--- src/rtl/mips_pkg.sv ---
// Shared pipeline-control definitions: hazard FSM states, register-address
// width, default drain depth and the load-use hazard predicate.
package mips_pkg;

   localparam int REG_ADDR_W           = 5;
   localparam int DEFAULT_DRAIN_CYCLES = 3;

   typedef enum logic [1:0] {
      RUN    = 2'd0,
      DRAIN  = 2'd1,
      HALTED = 2'd2
   } hz_state_e;

   // A load in EX whose destination (never r0) feeds a source of the ID instruction.
   function automatic logic load_use_hazard(
      input logic                  idex_mem_read,
      input logic [REG_ADDR_W-1:0] idex_rt,
      input logic [REG_ADDR_W-1:0] ifid_rs,
      input logic [REG_ADDR_W-1:0] ifid_rt,
      input logic                  ifid_uses_rt
   );
      return idex_mem_read && (idex_rt != '0) &&
             ((idex_rt == ifid_rs) || (ifid_uses_rt && (idex_rt == ifid_rt)));
   endfunction

endpackage

--- src/rtl/sat_counter32.sv ---
// 32-bit event counter that sticks at all-ones instead of wrapping.
module sat_counter32 (
   input  logic        i_clk,
   input  logic        i_rst_n,
   input  logic        i_inc,
   output logic [31:0] o_count
);

   logic [31:0] count_q;
   logic [31:0] count_d;

   // Increment on each event unless already saturated.
   always_comb begin
      count_d = count_q;
      if (i_inc && (count_q != 32'hFFFF_FFFF)) begin
         count_d = count_q + 32'd1;
      end
   end

   // Count register, cleared asynchronously.
   always_ff @(posedge i_clk or negedge i_rst_n) begin
      if (!i_rst_n) begin
         count_q <= 32'd0;
      end else begin
         count_q <= count_d;
      end
   end

   assign o_count = count_q;

endmodule

--- src/rtl/hazard_control.sv ---
// Pipeline hazard controller: load-use stalls, taken-branch flushes and the
// halt drain sequence (RUN -> DRAIN -> HALTED). All outputs are combinational
// from the registered state/counter and the current inputs.
// Optional statistics counters are built when HAZARD_STATS_EN is defined;
// otherwise the count ports read 0.
module hazard_control
   import mips_pkg::*;
#(
   parameter int DRAIN_CYCLES = DEFAULT_DRAIN_CYCLES
) (
   input  logic                  i_clk,
   input  logic                  i_rst_n,
   input  logic                  i_Enable,
   input  logic                  i_IDEX_MemRead,
   input  logic [REG_ADDR_W-1:0] i_IDEX_Rt,
   input  logic [REG_ADDR_W-1:0] i_IFID_Rs,
   input  logic [REG_ADDR_W-1:0] i_IFID_Rt,
   input  logic                  i_IFID_UsesRt,
   input  logic                  i_BranchTaken,
   input  logic                  i_Halt,
   output logic                  o_StallControl,
   output logic                  o_PCWrite,
   output logic                  o_IFIDWrite,
   output logic                  o_IFIDFlush,
   output logic                  o_IDEXFlush,
   output logic                  o_Halted,
   output logic [31:0]           o_StallCount,
   output logic [31:0]           o_FlushCount
);

   localparam int              CNT_W    = (DRAIN_CYCLES > 1) ? $clog2(DRAIN_CYCLES) : 1;
   // Counter value seen in the first DRAIN cycle; counts down to 0.
   localparam logic [CNT_W-1:0] CNT_LOAD = CNT_W'(DRAIN_CYCLES - 1);

   hz_state_e        state_q, state_d;
   logic [CNT_W-1:0] cnt_q, cnt_d;
   logic             hazard;

   assign hazard = load_use_hazard(i_IDEX_MemRead, i_IDEX_Rt, i_IFID_Rs,
                                   i_IFID_Rt, i_IFID_UsesRt);

   // Next-state and control outputs; reset forces the RUN defaults.
   always_comb begin
      state_d        = state_q;
      cnt_d          = cnt_q;
      o_StallControl = 1'b0;
      o_PCWrite      = 1'b1;
      o_IFIDWrite    = 1'b1;
      o_IFIDFlush    = 1'b0;
      o_IDEXFlush    = 1'b0;
      o_Halted       = 1'b0;
      if (i_rst_n) begin
         case (state_q)
            RUN: begin
               if (!i_Enable) begin
                  o_PCWrite   = 1'b0;
                  o_IFIDWrite = 1'b0;
               end else if (i_BranchTaken) begin
                  o_IFIDFlush = 1'b1;
                  o_IDEXFlush = 1'b1;
               end else if (hazard) begin
                  o_StallControl = 1'b1;
                  o_PCWrite      = 1'b0;
                  o_IFIDWrite    = 1'b0;
               end else if (i_Halt) begin
                  o_PCWrite   = 1'b0;
                  o_IFIDFlush = 1'b1;
                  cnt_d       = CNT_LOAD;
                  state_d     = DRAIN;
               end
            end
            DRAIN: begin
               o_StallControl = 1'b1;
               o_PCWrite      = 1'b0;
               o_IFIDWrite    = 1'b0;
               if (i_Enable) begin
                  if (i_BranchTaken && (cnt_q == CNT_LOAD)) begin
                     // Halt sat in the branch shadow: discard it and resume.
                     o_StallControl = 1'b0;
                     o_PCWrite      = 1'b1;
                     o_IFIDWrite    = 1'b1;
                     o_IFIDFlush    = 1'b1;
                     o_IDEXFlush    = 1'b1;
                     cnt_d          = '0;
                     state_d        = RUN;
                  end else if (cnt_q == '0) begin
                     state_d = HALTED;
                  end else begin
                     cnt_d = cnt_q - CNT_W'(1);
                  end
               end
            end
            HALTED: begin
               o_StallControl = 1'b1;
               o_PCWrite      = 1'b0;
               o_IFIDWrite    = 1'b0;
               o_Halted       = 1'b1;
            end
            default: begin
               cnt_d   = '0;
               state_d = RUN;
            end
         endcase
      end
   end

   // State and drain counter registers.
   always_ff @(posedge i_clk or negedge i_rst_n) begin
      if (!i_rst_n) begin
         state_q <= RUN;
         cnt_q   <= '0;
      end else begin
         state_q <= state_d;
         cnt_q   <= cnt_d;
      end
   end

`ifdef HAZARD_STATS_EN
   logic stall_evt;
   logic flush_evt;

   // A RUN-state stall is only raised for an enabled load-use hazard, and
   // the ID/EX flush only for an enabled taken branch.
   assign stall_evt = o_StallControl && (state_q == RUN);
   assign flush_evt = o_IDEXFlush;

   sat_counter32 u_stall_cnt (
      .i_clk   (i_clk),
      .i_rst_n (i_rst_n),
      .i_inc   (stall_evt),
      .o_count (o_StallCount)
   );

   sat_counter32 u_flush_cnt (
      .i_clk   (i_clk),
      .i_rst_n (i_rst_n),
      .i_inc   (flush_evt),
      .o_count (o_FlushCount)
   );
`else
   assign o_StallCount = 32'd0;
   assign o_FlushCount = 32'd0;
`endif

endmodule
--- config.mk ---
export PLATFORM = sky130hd
export DESIGN_NAME = hazard_control
export DESIGN_NICKNAME = d
export VERILOG_FILES = /design/src/rtl/mips_pkg.sv /design/src/rtl/sat_counter32.sv /design/src/rtl/hazard_control.sv
export SDC_FILE = /design/constraint.sdc
export NUM_CORES = 1
export LEC_CHECK = 0
export ABC_AREA = 1
export ABC_CLOCK_PERIOD_IN_PS = 1800
export CAP_MARGIN = 0
export CORE_MARGIN = 3
export CORE_UTILIZATION = 29
export CTS_CLUSTER_DIAMETER = 30
export DETAILED_ROUTE_END_ITERATION = 6
export GPL_TIMING_DRIVEN = 0
export PLACE_DENSITY = 0.87
export SETUP_SLACK_MARGIN = 0.5
export SYNTH_ARGS = -nofsm -noshare
export SYNTH_HDL_FRONTEND = slang
export SYNTH_SLANG_ARGS = --single-unit
--- constraint.sdc ---
create_clock -name i_clk -period 1.8 [get_ports i_clk]
set_clock_uncertainty 0.15 [all_clocks]
set_input_delay 0.54 -clock i_clk [delete_from_list [all_inputs] [get_ports i_clk]]
set_output_delay 0.54 -clock i_clk [all_outputs]
set_load 0.02 [all_outputs]
# Word-level counts from Yosys, hierarchy flattened
# Index checks and enable logic that the tools add are counted.
[totals]
rom_bits = 0
n_memories = 0
word_cells = 74
reg_bits = 4
latch_bits = 0
ramBits = 0
[classes]
shift = 0
n_addsub = 1
n_bitwise = 1
n_reduce_logical = 10
n_mul = 0
muxes = 48
eq_ne = 12
order_cmp = 0
div_mod_pow = 0
[op_table]
columns = ["op", "n"]
rows = [
  ["2-to-1 mux 2 bit", 14],
  ["2-to-1 mux 1 bit", 27],
  ["AND reduction 8 bit", 2],
  ["case mux 2 bit (3 select lines)", 2],
  ["== test 5 bit", 2],
  ["!= test 2 bit (second input constant)", 5],
  ["case mux 1 bit (3 select lines)", 3],
  ["!= test 3 bit (second input constant)", 2],
  ["nonzero test 5 bit", 1],
  ["== test 2 bit (second input constant)", 2],
  ["logical AND 1 bit", 4],
  ["zero test 2 bit", 2],
  ["case mux 1 bit (2 select lines)", 2],
  ["== test 2 x 1 -> 1 bit (second input constant)", 1],
  ["subtractor 2 x 1 -> 2 bit (second input constant)", 1],
  ["logical OR 1 bit", 1],
  ["inverter 1 bit", 1],
]

# Longest topological paths before layout
# Gate-level depths: netlist of run 1.
[depth]
word_depth = 9
mapped_depth = 12

# Worst setup path after synthesis of run 1
# Ideal clock, no wire load.
[synth_timing]
path_type = "input to output"
start = "in i_IDEX_Rt[3]"
end = "out o_PCWrite"
path_buffers = 0
setup_slack_ps = -389
cell_stages = 7
required_ps = 1110
t_arrival_ps = 1499
cell_sequence = "inv_1 nand4_1 o21ai_1 inv_1 nand2_2 o21ai_0 o21ai_0"
[synth_between]
elab_chain_len = 9
word_cells_on_any_way = 12
[synth_lines]
columns = ["item", "line", "source"]
rows = [
  ["from (decl)", "hazard_control.sv:15", "input logic [REG_ADDR_W-1:0] i_IDEX_Rt,"],
  ["== test 5 bit", "mips_pkg.sv:23", "((idex_rt == ifid_rs) || (ifid_uses_rt && (idex_rt == ifid_rt)));"],
  ["logical AND 1 bit", "mips_pkg.sv:23", ""],
  ["logical OR 1 bit", "mips_pkg.sv:23", ""],
  ["logical AND 1 bit *", "mips_pkg.sv:22", "return idex_mem_read && (idex_rt != '0) &&"],
  ["2-to-1 mux 1 bit *", "hazard_control.sv:61", "end else if (hazard) begin"],
  ["2-to-1 mux 1 bit *", "hazard_control.sv:58", "end else if (i_BranchTaken) begin"],
  ["2-to-1 mux 1 bit *", "hazard_control.sv:55", "if (!i_Enable) begin"],
  ["case mux 1 bit (3 select lines) *", "hazard_control.sv:53", "case (state_q)"],
  ["2-to-1 mux 1 bit *", "hazard_control.sv:52", "if (i_rst_n) begin"],
  ["to (decl)", "hazard_control.sv:22", "output logic o_PCWrite,"],
]
# Every way passes the cells marked *; elsewhere a longest branch is shown, timed or not.

# Worst setup path in the final report of run 1
[layout_timing]
start = "in i_IDEX_Rt[3]"
end = "out o_IFIDFlush"
[layout_between]
elab_chain_len = 9
word_cells_on_any_way = 12
[layout_lines]
columns = ["item", "line", "source"]
rows = [
  ["== test 5 bit", "mips_pkg.sv:23", ""],
  ["logical AND 1 bit", "mips_pkg.sv:23", ""],
  ["logical OR 1 bit", "mips_pkg.sv:23", ""],
  ["logical AND 1 bit *", "mips_pkg.sv:22", ""],
  ["2-to-1 mux 1 bit *", "hazard_control.sv:61", ""],
  ["2-to-1 mux 1 bit *", "hazard_control.sv:58", ""],
  ["2-to-1 mux 1 bit *", "hazard_control.sv:55", ""],
  ["case mux 1 bit (2 select lines) *", "hazard_control.sv:53", ""],
  ["2-to-1 mux 1 bit *", "hazard_control.sv:52", ""],
  ["to (decl)", "hazard_control.sv:24", "output logic o_IFIDFlush,"],
]
# Marks and branches as above.

==> results of run 1 <==
[worst min-delay path, cell delays in order, from the launching register on]
cell     delay [ns]
dfrtp_1        0.40
nand2_1        0.07
nand2_1        0.06
[cell usage in the layout, fill, tap and decap left out, types with 2 or more instances in the layout]
master and count:
dfrtp_1 2, nor3_2 2, inv_1 12, conb_1 64
buf_6 23, nand2_2 14, nand2_1 26, inv_6 2
inv_2 9, a21oi_4 2, o21ai_2 4, inv_4 3
buf_4 71, clkbuf_8 3, nand3_1 5, ha_1 2
clkdlybuf4s15_1 2, nor2_1 12, buf_8 2, buf_2 5
o21ai_1 4, a21oi_1 2, nand2_4 3, dfrtp_2 2
[cell families (layout without fill, tap and decap cells)]
| group | count (synthesis) | after routing | share of synthesized area, % |
|---|---|---|---|
| buf+inv | 91 | 138 | 53.45 |
| compound gates | 14 | 14 | 7.357 |
| simple gates | 67 | 67 | 25.40 |
| fa+ha+maj | 3 | 3 | 3.449 |
| flops | 4 | 4 | 9.196 |
| xor+xnor | 1 | 1 | 0.8047 |
| other cells | 1 | 64 | 0.3445 |
[timing repair]
item | in CTS | in global routing
pin swaps | 30 | 5
hold buffers | 1 | 0
hold endpoints to repair | 4 | 0
gates resized for setup | 148 | 28
buffers inserted | 15 | 1
setup endpoints to repair | 10 | 10
[flip-flops by register name (all words and copies together), names as in the netlist]
name / flops
cnt_q: 2
state_q: 2
[stage by stage]
step / setup TNS (ns) / cells / setup WS [ns] / cell area [sq um]
floorplan: -0.6597 / 244 / -0.1766 / 1401
finish: -3.211 / 337 / -0.4388 / 2042
global route: -4.023 / 337 / -0.5233 / 2042
global placement: -9.612 / 317 / -1.478 / 1729
detailed placement: -9.785 / 317 / -1.481 / 1729
CTS: -2.907 / 336 / -0.4276 / 1954
[synthesized netlist by cell type, drive strengths merged]
master	number
buf	64
ha	3
nor4	1
xnor2	1
nor2	14
dfrtp	4
a211oi	1
conb	1
o21a	1
nand4	1
nor3	3
a21oi	4
nand3	5
inv	27
o21ai	8
nand2	43
[how the worst max path moves through the flow]
stage	startpoint	to	cells after the start
final	i_IDEX_Rt[3]	o_IFIDFlush	13
after global routing	i_IDEX_Rt[3]	o_IFIDFlush	13
after CTS	cnt_q[0]	o_IFIDFlush	8
after detailed placement	i_IDEX_Rt[1]	o_IFIDFlush	12
after global placement	i_IDEX_Rt[1]	o_IFIDFlush	12
after floorplan	i_IDEX_Rt[1]	o_IFIDFlush	11
[per-layer routing]
metal | global-route usage, % | wire, um | vias up
li1 | - | - | 646
met1 | 12.54 | 1138 | 528
met2 | 28.96 | 1824 | 63
met3 | 3.993 | 251 | 8
met4 | 7.342 | 95 | 0
met5 | 0 | 0 | -
[area by class of cell]
type	count	share of cell area [%]
flip-flops and latches	4	5.024
well taps	46	2.819
clock buffers	3	2.022
repair buffers	44	21.57
multi-input cells	149	38.60
inverters	27	6.434
plain buffers	64	23.53
[where the power goes]
group          switching [W]  internal [W]
combinational       0.000650      0.000543
clock              0.0000477      0.000143
sequential         0.0000793      0.000137
total               0.000777      0.000822
==> summary.txt, run 1 <==
Setup path
  • Worst path most repeated cell: nand2_2
  • Worst R2R Setup Slack: -0.11 ns
  • Worst path cell trace: buf_6 > inv_4 > nand2_1 > nand2_1 > nor2_1 > nand3_1 > nand2_1 > nand2_2 > nand2_2 > nand2_2 > nand2_2 > a21oi_4 > buf_6
  • Reg2reg path depth: 10
  • Critical Path Sink Type: output pin
  • Buffers plus inverters on the worst setup path: 3
  • CP Launch Type: primary input
  • CP arrival: 1.55 ns
  • Reg-to-Reg Start: state_q[1]
  • Delay-heaviest family, CP: simple AND/OR/NAND/NOR gates
  • CP max-delay cell: buf_6
  • CP max stage delay: 0.13 ns
  • Reg2reg end: cnt_q[1]
  • Critical Path Fanout Max: 3
  • Worst EP required: 1.11 ns
  • WS Path Type: in2out

Floorplan
  • Initial Util: 31.39%
  • Row count: 21
  • Die H: 67.27 um
  • Die width: 67.27 um
  • Die Area: 4525 sq um
  • # IOs: 92
  • Core Footprint: 3468 sq um

Clock tree
  • H-tree levels: 1
  • CTS tree: yes
  • Root cell of the clock tree: clkbuf_8
  • CTS clock-pin slew for the worst setup and hold paths: 0.03 ns
  • Clock latency on the worst-skew pair: 0.22 ns
  • Longest Clk Path Bufs: 2
  • CTS sink cnt: 4
  • TritonCTS Buffers: 3

Detailed routing
  • Post-route antenna net violation count: 0
  • Routed wire length: 3309 um
  • Initial drt markers: 61
  • Avg WL per Cell: 9.819 um
  • Pre-antenna DRT Iters: 4
  • Vias per cell: 3.694
  • DRC: 0
  • Via count: 1245

Worst hold path
  • Hold EP: cnt_q[1]
  • Min-Delay Path Depth: 2
  • Hold Path Class: reg2reg
  • Hold path start: cnt_q[1]

Layout
  • N_diodes: 0
  • Fillers: 300
  • Layout area overhead: 87.59%
  • Post-Route Utilization: 58.87%
  • Layout cells sized above 1: 53.26%
  • Nets: 318
  • Area occupied by multi-input gates: 788.3 sq um
  • FF/Latch Area: 102.6 sq um

Global routing
  • Number of global-route vias before repair: 1166
  • First-pass GRT wire length: 4830 um
  • Total GRT Usage: 14.33%
  • Grt total ovfl: 0
  • Largest net degree at the start of global routing: 8
  • Initial antenna violation count: 0

Timing
  • Max-slew violations: 0
  • Final Hold Vio Count: 0
  • Fmax achieved: 446.7 MHz
  • Period utilization: 124.4%
  • Setup WS post-layout: -0.4388 ns
  • Unrepaired setup endpoints after global routing: yes
  • Final min period: 2.239 ns
  • WHS: 0.4167 ns
  • Setup violations, final: 10

Status
  • Failing checks: negative setup slack
  • Status: finished with violations

Yosys
  • Cell taking the most area after synthesis: buf_4
  • Unique masters post-synth: 20
  • Sequential area share after synthesis: 9.195%
  • Avg Inst Size Synth: 6.014 sq um
  • Synth Register Bits: 4
  • Top cells by area, synth: buf_4 (44%), nand2_1 (14%), dfrtp_1 (9.2%)
  • Netlist Area Pre-Place: 1089 sq um
  • Synthesized instance count: 181
  • Post-synth top area share: 44.14%
  • Yosys warnings: 0

Placement
  • Port buffer count: 27
  • Hpwl dp: 2278 um
  • GPL Wtd Cong: 0.7862

Pwr
  • Leakage power total: 1.229 nW
  • Total power: 0.001599 W
  • Pwr dens: 783.0 nW/um^2
  • VDD IR-drop max: 0.2684 mV

Flow run
  • Max cap viols: 0
Power figures use the tool's default switching activity.
==> run 2: changes to the inputs <==
--- a/config.mk
+++ b/config.mk
@@ -14,7 +14,7 @@
 export DETAILED_ROUTE_END_ITERATION = 6
 export GPL_TIMING_DRIVEN = 0
 export PLACE_DENSITY = 0.87
-export SETUP_SLACK_MARGIN = 0.5
+export SETUP_SLACK_MARGIN = 0.3
 export SYNTH_ARGS = -nofsm -noshare
 export SYNTH_HDL_FRONTEND = slang
 export SYNTH_SLANG_ARGS = --single-unit
==> run 2 against run 1 <==
Effect of this change:
- the flow still finishes with violations (negative setup slack)
- non-clock buffer count grew 7
- highest routed layer unchanged
- die area unchanged
- critical path type unchanged
- sequential power is 2% lower
- clock-buffer cell count is the same
- clock power increased by 5%
- critical endpoint unchanged
- flip-flop and latch count is the same
- combinational power rose by 14%
==> summary.txt, run 2 (synthesized netlist as in run 1, its figures left out) <==
Status
  • Status: finished with violations
  • Failing checks: negative setup slack

Layout
  • N_diodes: 0 (unchanged)
  • Layout area overhead: 97.93%
  • Post-Route Utilization: 62.12% (+3.2 points)
  • Most frequent cells in the layout: buf_4 (75), conb_1 (64), buf_6 (26)
  • Layout cells sized above 1: 58.39% (+5.1 points)
  • Biggest regs: cnt_q (2), state_q (2)
  • Nets: 325 (+2.2%)
  • Fillers: 293 (-2.3%)
  • Commonest non-fill, non-tap cell in the layout: buf_4
  • FF/Latch Area: 102.6 sq um (unchanged)
  • Area occupied by multi-input gates: 849.6 sq um (+7.8%)

Placement
  • Post-Place Setup Slack: -1.493 ns (-0.01235 ns)
  • Port buffer count: 27 (unchanged)
  • GPL Wtd Cong: 0.7661 (-2.6%)
  • Hpwl dp: 2287 um (+0.40%)

Setup path
  • WS Path Type: in2out
  • Worst EP required: 1.11 ns (about the same)
  • Reg-to-Reg Start: cnt_q[0]
  • Critical Path Fanout Max: 3 (unchanged)
  • CP max stage delay: 0.15 ns (+0.02 ns)
  • Reg2reg end: state_q[1]
  • CP arrival: 1.62 ns (+0.07 ns)
  • Worst path most repeated cell: nand2_2
  • CP max-delay cell: a21oi_4
  • Critical Path Sink Type: output pin
  • CP Launch Type: primary input
  • Worst R2R Setup Slack: -0.16 ns (-0.05 ns)
  • Worst path cell trace: buf_6 > inv_6 > nand2_2 > nand2_2 > nor2_1 > nand3_1 > nand2_2 > nand2_4 > nand2_4 > nand2_2 > nand2_2 > a21oi_4 > buf_6
  • Reg2reg path depth: 11 (+1)

Floorplan
  • # IOs: 92 (unchanged)
  • Core Footprint: 3468 sq um (unchanged)
  • Die width: 67.27 um (unchanged)
  • Row count: 21 (unchanged)
  • Die Area: 4525 sq um (unchanged)
  • Die H: 67.27 um (unchanged)
  • Initial Util: 31.39% (unchanged)

Detailed routing
  • Pre-antenna DRT Iters: 4 (unchanged)
  • DRC: 0 (unchanged)
  • Vias per cell: 3.733 (+1.0%)
  • Via count: 1284 (+3.1%)
  • Routed wire length: 3533 um (+6.8%)
  • Initial drt markers: 66 (+8.2%)
  • Post-route antenna net violation count: 0 (unchanged)
  • Avg WL per Cell: 10.27 um (+4.6%)

Timing
  • Period utilization: 128.2% (+3.8 points)
  • Fmax achieved: 433.4 MHz (-3.0%)
  • Setup WS post-layout: -0.5075 ns (-0.06871 ns)
  • Setup violations, final: 10 (unchanged)
  • Final Hold Vio Count: 0 (unchanged)
  • Final min period: 2.307 ns (+0.06871 ns)
  • Max-slew violations: 0 (unchanged)
  • Unrepaired setup endpoints after global routing: yes
  • Setup_tns: -4.109 ns (-0.8980 ns)

Global routing
  • Number of global-route vias before repair: 1107 (-5.1%)
  • Total GRT Usage: 13.49% (-0.84 points)
  • Grt total ovfl: 0 (unchanged)
  • Largest net degree at the start of global routing: 8 (unchanged)
  • First-pass GRT wire length: 4623 um (-4.3%)
  • Initial antenna violation count: 0 (unchanged)

Clock tree
  • Clock latency on the worst-skew pair: 0.23 ns (about the same)
  • CTS tree: yes
  • CTS clock-pin slew for the worst setup and hold paths: 0.03 ns (about the same)
  • TritonCTS Buffers: 3 (unchanged)
  • H-tree levels: 1 (unchanged)
  • CTS sink cnt: 4 (unchanged)
  • Longest Clk Path Bufs: 2 (unchanged)
  • Root cell of the clock tree: clkbuf_8

Pwr
  • Total power: 0.001770 W (+11%)
  • VDD IR-drop max: 0.3070 mV (+14%)
  • Pwr dens: 821.3 nW/um^2 (+4.9%)
  • Leakage power total: 1.283 nW (+4.4%)

Worst hold path
  • Hold Path Class: reg2reg
  • Min-Delay Path Depth: 2 (unchanged)
  • Hold EP: cnt_q[1]
  • Hold path start: cnt_q[1]

Flow run
  • Max cap viols: 0 (unchanged)
==> run 2: changes by cell type in the layout (fill, tap and decap cells not counted), moves of 2 or more <==
cell             previous run  this run
buf_4                      71        75
nor2_2                      1         3
buf_6                      23        26
nand2_4                     3         6
nor2_1                     12        10
nand2_2                    14        18
clkdlybuf4s15_1             2         0
nand2_1                    26        18
==> run 2: metrics by stage <==
stage | cell area [sq um] | hold WS, ns | std cells
after floorplan | 1399 | 0.09441 | 244
after global placement | 1727 | 0.3374 | 317
after detailed placement | 1727 | 0.3458 | 317
after CTS | 1956 | 0.4194 | 335
after global routing | 2155 | 0.4612 | 344
final | 2155 | 0.4213 | 344
==> run 2: final cells by class <==
| class | instances | area share [%] |
|---|---|---|
| inverters | 27 | 5.981 |
| plain buffers | 64 | 22.30 |
| repair buffers | 51 | 22.94 |
| flip-flops and latches | 4 | 4.762 |
| well taps | 46 | 2.671 |
| multi-input cells | 149 | 39.43 |
| clock buffers | 3 | 1.916 |
==> run 2: routing by layer <==
metal  wire length, um  global-route usage (%)  vias to the layer above
met5                 0                       0                        -
met4               172                   6.076                        0
met3               328                   4.160                       15
met2              1993                   27.73                       70
met1              1038                   11.52                      541
li1                  -                       -                      658
==> run 2: what timing repair did <==
action,4_1_cts,5_1_grt
setup buffers,14,9
setup endpoints to repair,10,10
pin swaps,31,19
hold buffers,1,0
resized for setup,155,44
endpoints found under the hold margin,4,0
==> run 2: worst max-delay path by stage <==
stage | slack (ns) | cells past startpoint | start | to
6_report | -0.51 | 13 | i_IDEX_Rt[2] | o_IFIDFlush
5_1_grt | -0.59 | 13 | i_IDEX_Rt[2] | o_IFIDFlush
4_1_cts | -0.43 | 8 | cnt_q[0] | o_IDEXFlush
3_5_place_dp | -1.49 | 12 | i_IDEX_Rt[1] | o_IFIDFlush
3_3_place_gp | -1.48 | 12 | i_IDEX_Rt[1] | o_IFIDFlush
2_1_floorplan | -0.18 | 11 | i_IDEX_Rt[1] | o_IFIDFlush
==> run 2: power breakdown <==
| part | switching (W) | internal [W] | total (W) |
|---|---|---|---|
| clock network | 0.0000558 | 0.000143 | 0.000199 |
| registers | 0.0000750 | 0.000137 | 0.000212 |
| logic | 0.000715 | 0.000644 | 0.00136 |
| total | 0.000846 | 0.000924 | 0.00177 |
==> run 2: critical path: cells and delay by family <==
family / cells / cell delay [ns]
AND/OR/NAND/NOR: 9 / 0.62
buffers and inverters: 3 / 0.30
AO/OA/AOI/OAI: 1 / 0.15
==> run 3: changes to the inputs <==
--- a/config.mk
+++ b/config.mk
@@ -6,7 +6,6 @@
 export NUM_CORES = 1
 export LEC_CHECK = 0
 export ABC_AREA = 1
-export ABC_CLOCK_PERIOD_IN_PS = 1800
 export CAP_MARGIN = 0
 export CORE_MARGIN = 3
 export CORE_UTILIZATION = 29
==> results of run 3 <==
Final layout, timing and power as in run 2 (identical DEF).
